==> src/rtl/fb_write_arbiter_if.sv <==
// Write-side bus of the frame-buffer arbiter: two pixel requesters,
// clear control/status and the registered BRAM write port.
interface fb_write_arbiter_if;
  logic        clear_start;
  logic        clear_busy;
  logic        clear_done;
  logic        req0;
  logic        req1;
  logic [9:0]  x0;
  logic [9:0]  x1;
  logic [8:0]  y0;
  logic [8:0]  y1;
  logic        d0;
  logic        d1;
  logic        ack0;
  logic        ack1;
  logic        oob_err;
  logic        bram_we;
  logic [18:0] bram_addr;
  logic        bram_din;

  // Arbiter side
  modport slave (
    input  clear_start, req0, req1, x0, x1, y0, y1, d0, d1,
    output clear_busy, clear_done, ack0, ack1, oob_err,
           bram_we, bram_addr, bram_din
  );

  // Requester / controller side
  modport master (
    output clear_start, req0, req1, x0, x1, y0, y1, d0, d1,
    input  clear_busy, clear_done, ack0, ack1, oob_err,
           bram_we, bram_addr, bram_din
  );
endinterface

==> src/rtl/fb_write_arbiter.sv <==
// Frame-buffer write-port controller: round-robin arbitration between two
// pixel writers plus a full-frame clear engine. Drives only the BRAM write port.
module fb_write_arbiter #(
  parameter int unsigned WIDTH     = 640,
  parameter int unsigned HEIGHT    = 480,
  parameter logic        CLEAR_VAL = 1'b0
) (
  input  logic                 clk,
  input  logic                 reset,
  fb_write_arbiter_if.slave    bus
);

  typedef enum logic {IDLE, CLEAR} state_t;

  localparam logic [9:0] X_LAST = 10'(WIDTH - 1);
  localparam logic [8:0] Y_LAST = 9'(HEIGHT - 1);

  state_t     state, state_nxt;
  logic       last;
  logic       sweep_end;
  logic [9:0] cx;
  logic [8:0] cy;

  logic       hs;
  logic [9:0] sel_x;
  logic [8:0] sel_y;
  logic       sel_d;
  logic       in_range;
  logic       cnt_last;
  logic       clear_write;

  assign bus.clear_busy = (state == CLEAR);

  assign hs       = bus.ack0 | bus.ack1;
  assign sel_x    = bus.ack1 ? bus.x1 : bus.x0;
  assign sel_y    = bus.ack1 ? bus.y1 : bus.y0;
  assign sel_d    = bus.ack1 ? bus.d1 : bus.d0;
  assign in_range = (sel_x <= X_LAST) && (sel_y <= Y_LAST);
  assign cnt_last = (cx == X_LAST) && (cy == Y_LAST);

  // The first clear write is issued on the very edge that accepts clear_start,
  // so sweep_end marks that the final pixel went out and the next CLEAR cycle
  // only retires the sweep.
  assign clear_write = ((state == IDLE) && bus.clear_start) ||
                       ((state == CLEAR) && !sweep_end);

  // Next-state and combinational grants
  always_comb begin
    state_nxt = state;
    bus.ack0  = 1'b0;
    bus.ack1  = 1'b0;
    case (state)
      IDLE: begin
        if (bus.clear_start) begin
          state_nxt = CLEAR;
        end else if (bus.req0 && bus.req1) begin
          bus.ack0 = last;
          bus.ack1 = ~last;
        end else begin
          bus.ack0 = bus.req0;
          bus.ack1 = bus.req1;
        end
      end
      CLEAR: begin
        if (sweep_end) state_nxt = IDLE;
      end
      default: state_nxt = IDLE;
    endcase
  end

  // State register
  always_ff @(posedge clk or negedge reset) begin
    if (!reset) state <= IDLE;
    else        state <= state_nxt;
  end

  // Registered write port, round-robin pointer and clear counters
  always_ff @(posedge clk or negedge reset) begin
    if (!reset) begin
      last           <= 1'b1;
      sweep_end      <= 1'b0;
      cx             <= '0;
      cy             <= '0;
      bus.bram_we    <= 1'b0;
      bus.bram_addr  <= '0;
      bus.bram_din   <= 1'b0;
      bus.clear_done <= 1'b0;
      bus.oob_err    <= 1'b0;
    end else begin
      bus.bram_we    <= 1'b0;
      bus.clear_done <= 1'b0;
      bus.oob_err    <= 1'b0;
      if (clear_write) begin
        bus.bram_we   <= 1'b1;
        bus.bram_addr <= {cy, cx};
        bus.bram_din  <= CLEAR_VAL;
        sweep_end     <= cnt_last;
        if (cnt_last) begin
          cx <= '0;
          cy <= '0;
        end else if (cx == X_LAST) begin
          cx <= '0;
          cy <= cy + 9'd1;
        end else begin
          cx <= cx + 10'd1;
        end
      end else if (state == CLEAR) begin
        sweep_end      <= 1'b0;
        bus.clear_done <= 1'b1;
      end else if (hs) begin
        last <= bus.ack1;
        if (in_range) begin
          bus.bram_we   <= 1'b1;
          bus.bram_addr <= {sel_y, sel_x};
          bus.bram_din  <= sel_d;
        end else begin
          bus.oob_err   <= 1'b1;
        end
      end
    end
  end

endmodule
==> src/flat_wrapper.sv <==
// flat-port wrapper written by rule: the top's interface ports become plain ports
module fb_write_arbiter_flat 
#(
  parameter int unsigned WIDTH     = 640,
  parameter int unsigned HEIGHT    = 480,
  parameter logic        CLEAR_VAL = 1'b0
)
  (clk, reset, bus_clear_start, bus_req0, bus_req1, bus_x0, bus_x1, bus_y0, bus_y1, bus_d0, bus_d1, bus_clear_busy, bus_clear_done, bus_ack0, bus_ack1, bus_oob_err, bus_bram_we, bus_bram_addr, bus_bram_din);
  fb_write_arbiter_if bus_i ();
  input  logic clk;
  input  logic reset;
  input wire logic [$bits(bus_i.clear_start)-1:0] bus_clear_start;
  input wire logic [$bits(bus_i.req0)-1:0] bus_req0;
  input wire logic [$bits(bus_i.req1)-1:0] bus_req1;
  input wire logic [$bits(bus_i.x0)-1:0] bus_x0;
  input wire logic [$bits(bus_i.x1)-1:0] bus_x1;
  input wire logic [$bits(bus_i.y0)-1:0] bus_y0;
  input wire logic [$bits(bus_i.y1)-1:0] bus_y1;
  input wire logic [$bits(bus_i.d0)-1:0] bus_d0;
  input wire logic [$bits(bus_i.d1)-1:0] bus_d1;
  output wire logic [$bits(bus_i.clear_busy)-1:0] bus_clear_busy;
  output wire logic [$bits(bus_i.clear_done)-1:0] bus_clear_done;
  output wire logic [$bits(bus_i.ack0)-1:0] bus_ack0;
  output wire logic [$bits(bus_i.ack1)-1:0] bus_ack1;
  output wire logic [$bits(bus_i.oob_err)-1:0] bus_oob_err;
  output wire logic [$bits(bus_i.bram_we)-1:0] bus_bram_we;
  output wire logic [$bits(bus_i.bram_addr)-1:0] bus_bram_addr;
  output wire logic [$bits(bus_i.bram_din)-1:0] bus_bram_din;
  assign bus_i.clear_start = bus_clear_start;
  assign bus_i.req0 = bus_req0;
  assign bus_i.req1 = bus_req1;
  assign bus_i.x0 = bus_x0;
  assign bus_i.x1 = bus_x1;
  assign bus_i.y0 = bus_y0;
  assign bus_i.y1 = bus_y1;
  assign bus_i.d0 = bus_d0;
  assign bus_i.d1 = bus_d1;
  assign bus_clear_busy = bus_i.clear_busy;
  assign bus_clear_done = bus_i.clear_done;
  assign bus_ack0 = bus_i.ack0;
  assign bus_ack1 = bus_i.ack1;
  assign bus_oob_err = bus_i.oob_err;
  assign bus_bram_we = bus_i.bram_we;
  assign bus_bram_addr = bus_i.bram_addr;
  assign bus_bram_din = bus_i.bram_din;
  fb_write_arbiter #(.WIDTH(WIDTH), .HEIGHT(HEIGHT), .CLEAR_VAL(CLEAR_VAL)) u_core (.clk(clk), .reset(reset), .bus(bus_i));
endmodule
==> config.mk <==
export PLATFORM = sky130hd
export DESIGN_NAME = fb_write_arbiter_flat
export DESIGN_NICKNAME = d
export VERILOG_FILES = /design/src/rtl/fb_write_arbiter_if.sv /design/src/rtl/fb_write_arbiter.sv /design/src/flat_wrapper.sv
export SDC_FILE = /design/constraint.sdc
export NUM_CORES = 1
export LEC_CHECK = 0
export CORE_UTILIZATION = 43
export DETAILED_ROUTE_END_ITERATION = 8
export GPL_ROUTABILITY_DRIVEN = 0
export PLACE_DENSITY = 0.75
export RECOVER_POWER = 50
export SLEW_MARGIN = 15
export SYNTH_ARGS = -nofsm -noshare
export SYNTH_HDL_FRONTEND = slang
export SYNTH_SLANG_ARGS = --single-unit
==> constraint.sdc <==
create_clock -name clk -period 1.65 [get_ports clk]
set_clock_uncertainty 0.15 [all_clocks]
set_input_delay 0.2475 -clock clk [delete_from_list [all_inputs] [get_ports clk]]
set_output_delay 0.2475 -clock clk [all_outputs]
set_load 0.005 [all_outputs]
==> summary.md <==
| Metric | Value |
|---|---|
| Power Density | `around 470 nW/um2` |
| Peak Freq | `around 530 MHz` |
| Final hold slack | `0.401 ns` |
| Hpwl dp | `between 5000 and 6000 um` |
| Antenna violations before repair | `0` |
| Synth top area cells | `dfrtp_1 46%, mux2i_1 8.0%, nand4_1 7.1%` |
| Post-DP Area | `approximately 3600 um2` |
| Die extent in y | `76.3 um` |
| Global route total overflow | `0` |
| Minimum clock period | `between 1.5 and 2 ns` |
| Worst-path cell chain | `ha_2 -> nand4_1 -> buf_4 -> a21oi_4 -> buf_6 -> o211ai_1 -> a22o_1` |
| Fin. Hold Viols | `0` |
| Global-route wire length before repair | `13200 um` |
| Hold Path Origin | `u_core.bus.bram_addr[10]` |
| Predominant post-synthesis flop cell | `dfrtp_1` |
| Fill cells | `a little over 300` |
| Final net count | `about 420` |
| Failing checks | `negative setup slack` |
| Hold-critical path depth | `2` |
| Netlist cell types | `42` |
| Drt initial violations | `166` |
| Yosys top cell by area | `dfrtp_1` |
| Initial Util | `a little under half` |
| Worst skew pair latency | `around 0.30 ns` |
| TritonCTS buffer count | `5` |
| Pin count of the biggest net entering global routing | `46` |
| Clk root buf | `clkbuf_8` |
| # rows | `26` |
| Total chip power | `approximately 1.9 mW` |
| Per-cell routed wire length | `approximately 19 um` |
| Hold Path Class | `reg2reg` |
| Critical path's slowest cell | `dfrtp_1` |
| RSZ-0062 raised after global routing | `true` |
| Vias in the first global route | `between 2k and 3k` |
| Antenna-violating nets left | `0` |
| Setup Viol. Count Final | `39` |
| Post-synth ARST share | `100%` |
| Sequential-to-total area share from yosys stat | `47.5%` |
| IO Port Bufs | `70` |
| Final instance area | `between 4000 and 5000 um2` |
| Synthesized area | `approximately 2400 um2` |
| Max-Cap Viols | `0` |
| CP arrival | `1.93 ns` |
| Total wire length | `8290 um` |
| Maximum clock path buffer count | `2` |
| Max incr delay on CP | `around 0.37 ns` |
| Peak VDD IR | `0.000403 V` |
| Max H-tree Level | `2` |
| Max-slew headroom | `between 50 and 60%` |
| Critical path type | `reg2reg` |
| # diodes | `0` |
| Core area | `about 5200 um2` |
| Worst Reg2Reg Path Length in Cells | `7` |
| Post-synth top area share | `46.4%` |
| Worst-path maximum fanout | `6` |
| Least-Margin Pin Slew | `0.617 ns` |
| Crit end category | `flop` |
| Warnings, synthesis | `0` |
| Period utilization | `115%` |
| Leak Pwr | `between 1.5 and 2 nW` |
| Layout cells sized above 1 | `about a third` |
| Reg2reg start | `u_core.cx[1]` |
| CTS sink count | `45` |
| Area growth syn-to-layout | `73.0%` |
| CP required | `1.68 ns` |
| Via density | `about 5.7` |
| Critical path startpoint category | `flop` |
| Worst R2R End | `u_core.cy[6]` |
| Clock slew at reported path FFs | `around 0.080 ns` |
| Overall global routing resource usage | `~29%` |
| #FFs+latches synth | `45` |
| DRC Markers | `0` |
| Syn avg cell area | `around 10 um2` |
| Number of I/O pins | `71` |
| R2R Setup Slk | `-0.25 ns` |
| Worst Hold End | `u_core.bus.bram_addr[10]` |
| Die area | `between 5000 and 6000 um2` |
| Setup WS pre-CTS | `-0.522 ns` |
| Number of vias in the routed layout | `between 2k and 3k` |
| Worst setup margin | `-0.249 ns` |
| EDFF count, synth | `0` |
| Max-slew violation count | `0` |
| Die X | `between 70 and 80 um` |
| Cells after Synth | `between 200 and 250` |
| Drt first pass iters | `4` |
| TritonCTS clock tree | `yes` |
| Outcome | `finished, violations left` |
| Synthesized Nets | `about 280` |
-- layer usage --
metal  vias up  share of wire, %  global-route usage [%]
li1       1158                 -                       -
met1      1267                42                    37.2
met2       116                49                    47.6
met3        23               6.7                    6.59
met4         0               2.4                    11.9
met5         -                 0                       0
-- through the flow --
step / setup TNS, ns / instances / utilization (%)
final: -5.29 / 446 / 78.9
after global routing: -7.55 / 446 / 78.9
after CTS: -3.95 / 444 / 76.8
after detailed placement: -16.44 / 419 / 68.7
after global placement: -13.05 / 419 / 68.7
after floorplan: -0.199 / 234 / -
-- cell usage after synthesis, types with 2 or more instances --
cell	instances
dfrtp_1	44
nand2_1	29
nand4_1	27
o211ai_1	22
mux2i_1	19
clkbuf_1	11
xnor2_1	9
nor2_1	7
and3_1	6
a22o_1	5
nand3_1	5
and2_1	4
inv_1	3
nand2b_1	3
nor2b_1	3
o21ai_0	3
o21ai_1	3
a2111oi_0	2
a211oi_1	2
a21o_1	2
a21oi_1	2
ha_1	2
mux2_1	2
-- cells by family (layout without fill, tap and decap cells) --
family | count (synthesis) | in the layout | share of synthesized area [%]
and+or+nand+nor | 93 | 93 | 21.5
DFF | 45 | 45 | 47.5
AOI/OAI and AO/OA | 44 | 44 | 13.7
muxes | 22 | 22 | 9.43
buffers and inverters | 18 | 160 | 3.11
xor gates and xnor gates | 10 | 10 | 3.69
adders and majority gates | 2 | 2 | 1.05
-- power breakdown --
part	switching [mW]	total, mW	internal (mW)
clock network	0.357	0.659	0.301
registers	0.000806	1.10	1.10
logic	0.0650	0.176	0.111
total	0.423	1.94	1.52
-- what timing repair did --
item                       in CTS  in global routing
pin swaps                      38                 28
hold endpoints to repair       44                  0
gates resized for setup        62                 27
setup buffers                  16                  3
hold buffers                    1                  0
setup endpoints to repair      41                 44
gates cloned                    1                  0
-- registers in the layout, indices dropped and copies added (netlist names) --
register and count:
u_core.bus.bram_we 1, u_core.bus.clear_done 1, u_core.bus.oob_err 1, u_core.last 1, u_core.cx 10, u_core.sweep_end 1
u_core.bus.clear_busy 1, u_core.bus.bram_din 1, u_core.bus.bram_addr 19, u_core.cy 9
-- cell type report --
cell class | count | area (um2) | area share (%)
inverter | 5 | 26.3 | 0.640
sequential | 45 | 1130 | 27.5
timing repair buffer | 147 | 1370 | 33.4
clock buffer | 8 | 80.1 | 1.95
multi-input combinational | 171 | 1410 | 34.4
tap | 70 | 87.6 | 2.13
-- layout by cell type, fill, tap and decap left out, types with 3 or more instances in the layout --
cell type and n:
mux2_4 3, nand4_1 27, clkbuf_8 5, dfrtp_1 43, nand3_1 3, mux2i_1 18
o21ai_0 3, clkdlybuf4s50_1 64, nand2_2 3, and3_1 6, o211ai_1 22, nand2_1 25
xnor2_1 8, inv_1 3, nor2_2 4, nor2b_1 3, buf_4 51, clkbuf_1 3
buf_6 23, a22o_1 5
-- worst max-delay path by stage --
stage                                      from                        to  slack (ns)  depth (start not counted)
after floorplan                    u_core.cx[5]              u_core.cy[5]       -0.08                          4
after global placement          bus_clear_start                  bus_ack1       -0.43                          5
after detailed placement        bus_clear_start                  bus_ack1       -0.52                          5
after CTS                 u_core.bus.clear_busy  u_core.bus.bram_addr[12]       -0.17                          7
after global routing      u_core.bus.clear_busy  u_core.bus.bram_addr[18]       -0.28                          8
final                              u_core.cx[1]              u_core.cy[6]       -0.25                          7
-- worst max-delay path: cells and delay by family (launching register included) --
family,cells,cell delay (ns)
flops,1,0.37
buf+inv,2,0.39
compound gates,3,0.50
simple gates,1,0.19
fa+ha+maj,1,0.19
Note: power is estimated with default switching activity, not from simulation.
